--- src/rtl/fifo_rd_stream.sv ---
// Read-side adapter: drains a 1-cycle-latency FIFO into a valid/ready stream with
// burst framing, using a 2-entry skid buffer so the stream runs at one beat per cycle.
module fifo_rd_stream #(
   parameter int DATA_WIDTH = 64,
   parameter int BURST_LEN  = 256
) (
   input  logic                  rd_clk,
   input  logic                  global_rst_n,
   input  logic                  fifo_empty,
   output logic                  fifo_rd_en,
   input  logic [DATA_WIDTH-1:0] fifo_dout,
   output logic                  m_valid,
   input  logic                  m_ready,
   output logic [DATA_WIDTH-1:0] m_data,
   output logic                  m_last,
   output logic                  burst_done
);

   localparam int              CNT_W     = (BURST_LEN > 1) ? $clog2(BURST_LEN) : 1;
   localparam logic [CNT_W-1:0] LAST_BEAT = CNT_W'(BURST_LEN - 1);

   logic [1:0]            count;
   logic                  inflight;
   logic [DATA_WIDTH-1:0] tail;
   logic [CNT_W-1:0]      beat_cnt;
   logic                  pop;
   logic [1:0]            occ;

   assign pop     = m_valid & m_ready;
   assign occ     = count + {1'b0, inflight};
   assign m_valid = (count != 2'd0);
   assign m_last  = m_valid & (beat_cnt == LAST_BEAT);

   // Combinational through m_ready: a slot freed by this cycle's pop is reusable at once.
   assign fifo_rd_en = global_rst_n & ~fifo_empty & ((occ - {1'b0, pop}) < 2'd2);

   // NOTE: sequential state is updated with non-blocking assignments only, so every
   // branch below sees the pre-edge values of count, m_data and tail.
   always_ff @(posedge rd_clk or negedge global_rst_n) begin
      if (!global_rst_n) begin
         inflight <= 1'b0;
      end else begin
         inflight <= fifo_rd_en;
      end
   end

   // m_data is the buffer head; tail holds the second entry when count == 2.
   // NOTE: both skid entries are reset so m_data reads 0 out of reset; with only two
   // entries this costs nothing and keeps the stream output deterministic.
   always_ff @(posedge rd_clk or negedge global_rst_n) begin
      if (!global_rst_n) begin
         count  <= 2'd0;
         m_data <= '0;
         tail   <= '0;
      end else begin
         unique case ({inflight, pop})
            2'b10: begin
               if (count == 2'd0) m_data <= fifo_dout;
               else               tail   <= fifo_dout;
               count <= count + 2'd1;
            end
            2'b01: begin
               if (count == 2'd2) m_data <= tail;
               count <= count - 2'd1;
            end
            2'b11: begin
               if (count == 2'd1) begin
                  m_data <= fifo_dout;
               end else begin
                  m_data <= tail;
                  tail   <= fifo_dout;
               end
            end
            default: ;
         endcase
      end
   end

   always_ff @(posedge rd_clk or negedge global_rst_n) begin
      if (!global_rst_n) begin
         beat_cnt   <= '0;
         burst_done <= 1'b0;
      end else begin
         burst_done <= pop & m_last;
         if (pop) begin
            if (beat_cnt == LAST_BEAT) beat_cnt <= '0;
            else                       beat_cnt <= beat_cnt + 1'b1;
         end
      end
   end

endmodule

--- config.mk ---
export PLATFORM = sky130hd
export DESIGN_NAME = fifo_rd_stream
export DESIGN_NICKNAME = d
export VERILOG_FILES = /design/src/rtl/fifo_rd_stream.sv
export SDC_FILE = /design/constraint.sdc
export NUM_CORES = 1
export LEC_CHECK = 0
export ABC_AREA = 1
export BUFFER_PORTS_ARGS = -buffer_cell sky130_fd_sc_hd__clkbuf_2
export CAP_MARGIN = 40
export CELL_PAD_IN_SITES_DETAIL_PLACEMENT = 0
export CELL_PAD_IN_SITES_GLOBAL_PLACEMENT = 2
export CORE_ASPECT_RATIO = 1.4
export CORE_MARGIN = 8
export CORE_UTILIZATION = 31
export DETAILED_ROUTE_END_ITERATION = 10
export PLACE_DENSITY_LB_ADDON = 0.12
export SLEW_MARGIN = 20
export SYNTH_ARGS = -nofsm -noshare
export SYNTH_HDL_FRONTEND = slang
export SYNTH_SLANG_ARGS = --single-unit
--- constraint.sdc ---
create_clock -name rd_clk -period 2.67 [get_ports rd_clk]
set_clock_uncertainty 0.2 [all_clocks]
set_input_delay 0.4005 -clock rd_clk [delete_from_list [all_inputs] [get_ports rd_clk]]
set_output_delay 0.4005 -clock rd_clk [all_outputs]
set_load 0.02 [all_outputs]
# --- Word level (Yosys, flattened, before mapping) ---
# Cells that the tools add are included.
word_totals:
  reg_bits: 140
  latch_bits: 0
  ramBits: 0
  romBits: 0
  out_inout_bits: 68
  wordCells: 44
  memories: 0
op_classes:
  n_addsub: 5
  multipliers: 0
  div: 0
  n_lt_le_gt_ge: 1
  n_eq_ne: 10
  shifts: 0
  n_mux: 9
  bitwise: 6
  n_reduce_logical: 7
ops:
  columns: ["operator", "n"]
  rows:
  - ["two-way mux 64 bit", 5]
  - ["one-hot mux 64 bit (3 select lines)", 1]
  - ["one-hot mux 64 bit (2 select lines)", 1]
  - ["adder 8 x 1 -> 8 bit, second input constant", 1]
  - ["== test 8 bit, second input constant", 1]
  - ["two-way mux 8 bit", 1]
  - ["!= test 2 bit, second input constant", 4]
  - ["== test 2 bit, second input constant", 3]
  - ["AND reduction 3 bit", 2]
  - ["nonzero test 2 bit", 3]
  - ["bitwise AND 1 bit", 5]
  - ["== test 2 x 1 -> 1 bit, second input constant", 2]
  - ["one-hot mux 2 bit (2 select lines)", 1]
  - ["nonzero test 3 bit", 1]
  - ["adder 2 x 1 -> 2 bit", 1]
  - ["adder 2 x 1 -> 2 bit, second input constant", 1]
  - ["zero test 2 bit", 1]
  - ["< comparator 2 bit, second input constant", 1]
  - ["subtractor 2 x 1 -> 2 bit", 1]
  - ["subtractor 2 x 1 -> 2 bit, second input constant", 1]
  - ["inverter 1 bit", 1]

# --- Longest topological paths before layout ---
logic_depth:
  word_depth: 5
  mapped_depth: 13

# --- Worst setup path after synthesis ---
# No wires, ideal clock.
synth_path:
  path_kind: "register -> output"
  startpoint: "register count[1]"
  endpoint: "output fifo_rd_en"
  t_arrival_ns: 2.066
  t_required_ns: 2.069
  setup_slack_ns: 0.003
  path_stages_with_launch: 12
  cell_sequence: "dfrtp_1 inv_1 ha_1 inv_1 nand2_1 inv_1 ha_1 inv_1 nand2_1 nand2_1 a21oi_1 nor2b_1"
synth_via:
  elab_chain_len: 5
  elab_cells_between_ends: 6
synth_lines:
  columns: ["item", "line", "rtl"]
  rows:
  - ["from (decl)", "22", "logic [1:0] count;"]
  - ["from (signal assigned)", "60", "count <= count + 2'd1;"]
  - ["from (signal assigned)", "64", "count <= count - 2'd1;"]
  - ["nonzero test 2 bit", "31", "assign m_valid = (count != 2'd0);"]
  - ["via m_valid", "12", "output logic m_valid,"]
  - ["bitwise AND 1 bit", "29", "assign pop = m_valid & m_ready;"]
  - ["via pop", "26", "logic pop;"]
  - ["subtractor 2 x 1 -> 2 bit", "35", "assign fifo_rd_en = global_rst_n & ~fifo_empty & ((occ - {1'b0, pop}) < 2'd2);"]
  - ["< comparator 2 bit", "35", null]
  - ["bitwise AND 1 bit", "35", null]
  - ["to (decl)", "10", "output logic fifo_rd_en,"]
# The timed path passes the listed nets, and every way through them passes these cells.

# --- Worst setup path after layout ---
layout_path:
  startpoint: "register count[1]"
  endpoint: "register tail[22]"
layout_via:
  elab_chain_len: 5
  elab_cells_between_ends: 11
layout_lines:
  columns: ["item", "line", "rtl"]
  rows:
  - ["nonzero test 2 bit", "31", null]
  - ["bitwise AND 1 bit", "29", null]
  - ["== test 2 bit", "56", "unique case ({inflight, pop})"]
  - ["!= test 2 bit (no line) or nonzero test 2 bit (tied branches)", null, null]
  - ["AND reduction 3 bit (no line)", null, null]
  - ["to (signal assigned)", "59", "else tail <= fifo_dout;"]
  - ["to (signal assigned)", "71", "tail <= fifo_dout;"]
  - ["to (decl)", "24", "logic [DATA_WIDTH-1:0] tail;"]
# Parallel ways exist; a longest one is shown, timed or not.
# A chain may end at the register's enable or synchronous reset.

==> summary.md <==
| Metric | Value |
|---|---|
| CP Launch Type | `flop` |
| Total global-route track usage | `15.01%` |
| Worst hold-check path type | `input pin to flop` |
| Syn Inst Count | `roughly 840` |
| Switching Share | `40.52%` |
| Area of the multi-input gates | `around 0.0026 mm²` |
| Clk_lat worst skew | `420 ps` |
| Met3 usage | `3.982%` |
| Fillcell total | `~2200` |
| Nets | `1086` |
| Final min period | `between 2000 and 3000 ps` |
| Flops & latches, synth | `140` |
| Sw power | `4425 µW` |
| Sequential fraction of the synthesis area | `52.75%` |
| Vias in the first global route | `5828` |
| Number of flops mapped to enable cells by yosys | `0` |
| Arrival time at the worst endpoint | `between 2000 and 3000 ps` |
| DP Cell Count | `1213` |
| Antenna Nets Post-Route | `0` |
| Critical Path Fanout Max | `10` |
| Synthesized area per cell | `between 7 and 8 µm²` |
| Req. time, crit path | `2760 ps` |
| Layout cell share with drive strength beyond 1 | `22.62%` |
| Register share of total power | `33.2%` |
| Status | `completed` |
| GRT Max-Usage Layer | `met2` |
| GRT met1 Usage | `18.59%` |
| Clock network power share | `23.6%` |
| Final max-slew violation count | `0` |
| Initial core utilization | `31.44%` |
| N_diodes | `0` |
| TritonCTS clock tree | `built` |
| Ys async rst share | `100.0%` |
| Dpl ws | `89.40 ps` |
| Power per Cell Area | `roughly 1300 mW/mm²` |
| Final worst setup slack | `about 48 ps` |
| Worst hold margin | `19.30 ps` |
| Final GP Congestion | `~0.74` |
| Cell Int Power | `roughly 6500 µW` |
| First-pass GRT wire length | `approximately 32000 µm` |
| Post-synthesis cell type count | `24` |
| H-tree depth | `4` |
| PortBufs | `135` |
| Leakage | `0.004967 µW` |
| Clk sink count | `between 100 and 150` |
| Drt pass-1 iters | `4` |
| Logic pwr share | `43.3%` |
| FF/Latch Area | `0.003503 mm²` |
| Top_reg_cell synth | `dfrtp_1` |
| Syn-to-layout area delta | `31.52%` |
| Fin crit share | `98.20%` |
| # rows | `63` |
| Worst-Margin Slew | `685.6 ps` |
| CP endpoint kind | `flop` |
| DIE AREA | `0.02643 mm²` |
| Syn Nets | `922` |
| Max-cap violations | `0` |
| RSZ-0062 raised after global routing | `yes` |
| Initial antenna violation count | `0` |
| WL/cell | `15.69 µm` |
| DR vias | `5684` |
| Overall overflow remaining after global route | `0` |
| Max Buffers Root-to-Sink | `2` |
| Total CTS buffers | `17` |
| Fin. Hold Viols | `0` |
| Largest net degree at the start of global routing | `52` |
| Fmax | `381.4 MHz` |
| Synthesized area | `0.006641 mm²` |
| Met2 Usage GRT | `approximately 25%` |
| WL final | `between 20000 and 25000 µm` |
| Worst IR Drop VDD | `0.0006493 V` |
| Vert. Die Dim | `189.2 µm` |
| Setup violators final | `0` |
| Critical path class | `flop to flop` |
| Core area | `0.02113 mm²` |
| HPWL after DPL | `12060 µm` |
| DR iter-0 viols | `307` |
| Via density | `4.437` |
| Die span in x | `139.7 µm` |
| YS warnings | `0` |
| Root Buffer | `clkbuf_16` |
| Max_slew headroom | `between 50% and 60%` |
| DRC viols | `0` |
| Num ports | `136` |
| Clock slew at reported path FFs | `60 ps` |
| Final cell count without fillers | `1281` |
cells in the final DEF, fill, tap and decap left out, types with 4 or more instances in the layout:
| master | n |
|---|---|
| buf_12 | 10 |
| buf_4 | 26 |
| bufinv_16 | 4 |
| clkbuf_16 | 22 |
| clkbuf_2 | 133 |
| dfrtp_1 | 140 |
| dlygate4sd3_1 | 10 |
| ha_1 | 7 |
| inv_1 | 70 |
| nand2_1 | 405 |
| nand2_2 | 4 |
| nand3_1 | 69 |
| nor2_1 | 12 |
| o21ai_0 | 29 |
| o21ai_1 | 36 |
per-layer routing:
metal / wire length, µm / up-vias
li1: - / 2925
met1: 9206 / 2638
met2: 9810 / 111
met3: 873 / 10
met4: 206 / 0
met5: 0 / -
kinds of logic after synthesis:
group | after synthesis | share of synthesized area [%]
simple gates | 494 | 29.48
buf+inv | 122 | 9.608
flops | 140 | 52.75
fa+ha+maj | 10 | 1.884
xor+xnor | 4 | 0.5276
compound gates | 74 | 5.746
power groups by stage:
stage	sequential (µW)	combinational (µW)	clock [µW]
floorplan	4070	2490	0
global placement	3650	4300	0
detailed placement	3660	4300	0
CTS	3630	4490	2660
global route	3740	5360	2730
finish	3620	4720	2570
per-stage QoR:
step / total power [µW] / area, µm² / utilization, % / TNS [ps]
CTS: 10770 / 8468 / 40.09 / 0
global route: 11840 / 8735 / 41.35 / -1709
detailed placement: 7962 / 7591 / 35.93 / 0
finish: 10920 / 8735 / 41.35 / 0
floorplan: 6556 / 6641 / - / 0
global placement: 7952 / 7591 / 35.93 / 0
Yosys cell counts (3+ instances only):
cell type | instances | share of area, %
o21ai_1 | 32 | 2.4
ha_1 | 10 | 1.9
o21ai_0 | 34 | 2.6
nand3_1 | 69 | 5.2
buf_2 | 21 | 1.6
dfrtp_1 | 140 | 53
nor2_1 | 12 | 0.68
a21oi_1 | 4 | 0.30
nand2_1 | 409 | 23
buf_4 | 10 | 1.1
xnor2_1 | 3 | 0.40
inv_1 | 75 | 4.2
buf_6 | 14 | 2.4
worst max-delay path, cell delays in order, from the launching register on:
cell,delay [ps]
dfrtp_1,370
inv_2,60
ha_4,170
inv_4,60
nand2_4,70
buf_4,140
buf_4,130
buf_4,120
buf_4,120
buf_4,120
ha_1,170
o211ai_1,170
buf_4,180
buf_12,150
clkbuf_16,170
o21ai_0,90
final timing paths:
| path | from | end | slack (ps) | cells after the start |
|---|---|---|---|---|
| max | count[1]$_DFFE_PN0N_ | tail[22]$_DFFE_PN0P_ | 50 | 15 |
| min | fifo_dout[35] | tail[35]$_DFFE_PN0P_ | 20 | 3 |
| max reg2reg | count[1]$_DFFE_PN0N_ | tail[22]$_DFFE_PN0P_ | 50 | 15 |
| min reg2reg | m_data[24]$_DFFE_PN0P_ | m_data[24]$_DFFE_PN0P_ | 280 | 2 |
| max in group asynchronous | global_rst_n | tail[56]$_DFFE_PN0P_ | 1260 | 3 |
| min in group asynchronous | global_rst_n | tail[35]$_DFFE_PN0P_ | 490 | 3 |
sequential cells by signal, summed over array words and instances (netlist names):
name / count
m_data: 64
tail: 64
beat_cnt: 8
count: 2
burst_done: 1
inflight: 1
repair_timing:
item | CTS | global route
buffers inserted | 12 | 5
gates resized for setup | 14 | 27
pin swaps | 1 | 3
hold endpoints to repair | 140 | 0
hold buffers | 10 | 0
setup endpoints to repair | 1 | 63
gates cloned | 0 | 9
area by class of cell:
type / instances / share of cell area [%]
sequential: 140 / 40.11
multi-input combinational: 582 / 29.48
timing repair buffer: 191 / 16.09
clock buffer: 20 / 5.114
tap: 260 / 3.724
inverter: 76 / 3.352
clock inverter: 12 / 2.134
(Power assumes the default switching activity.)
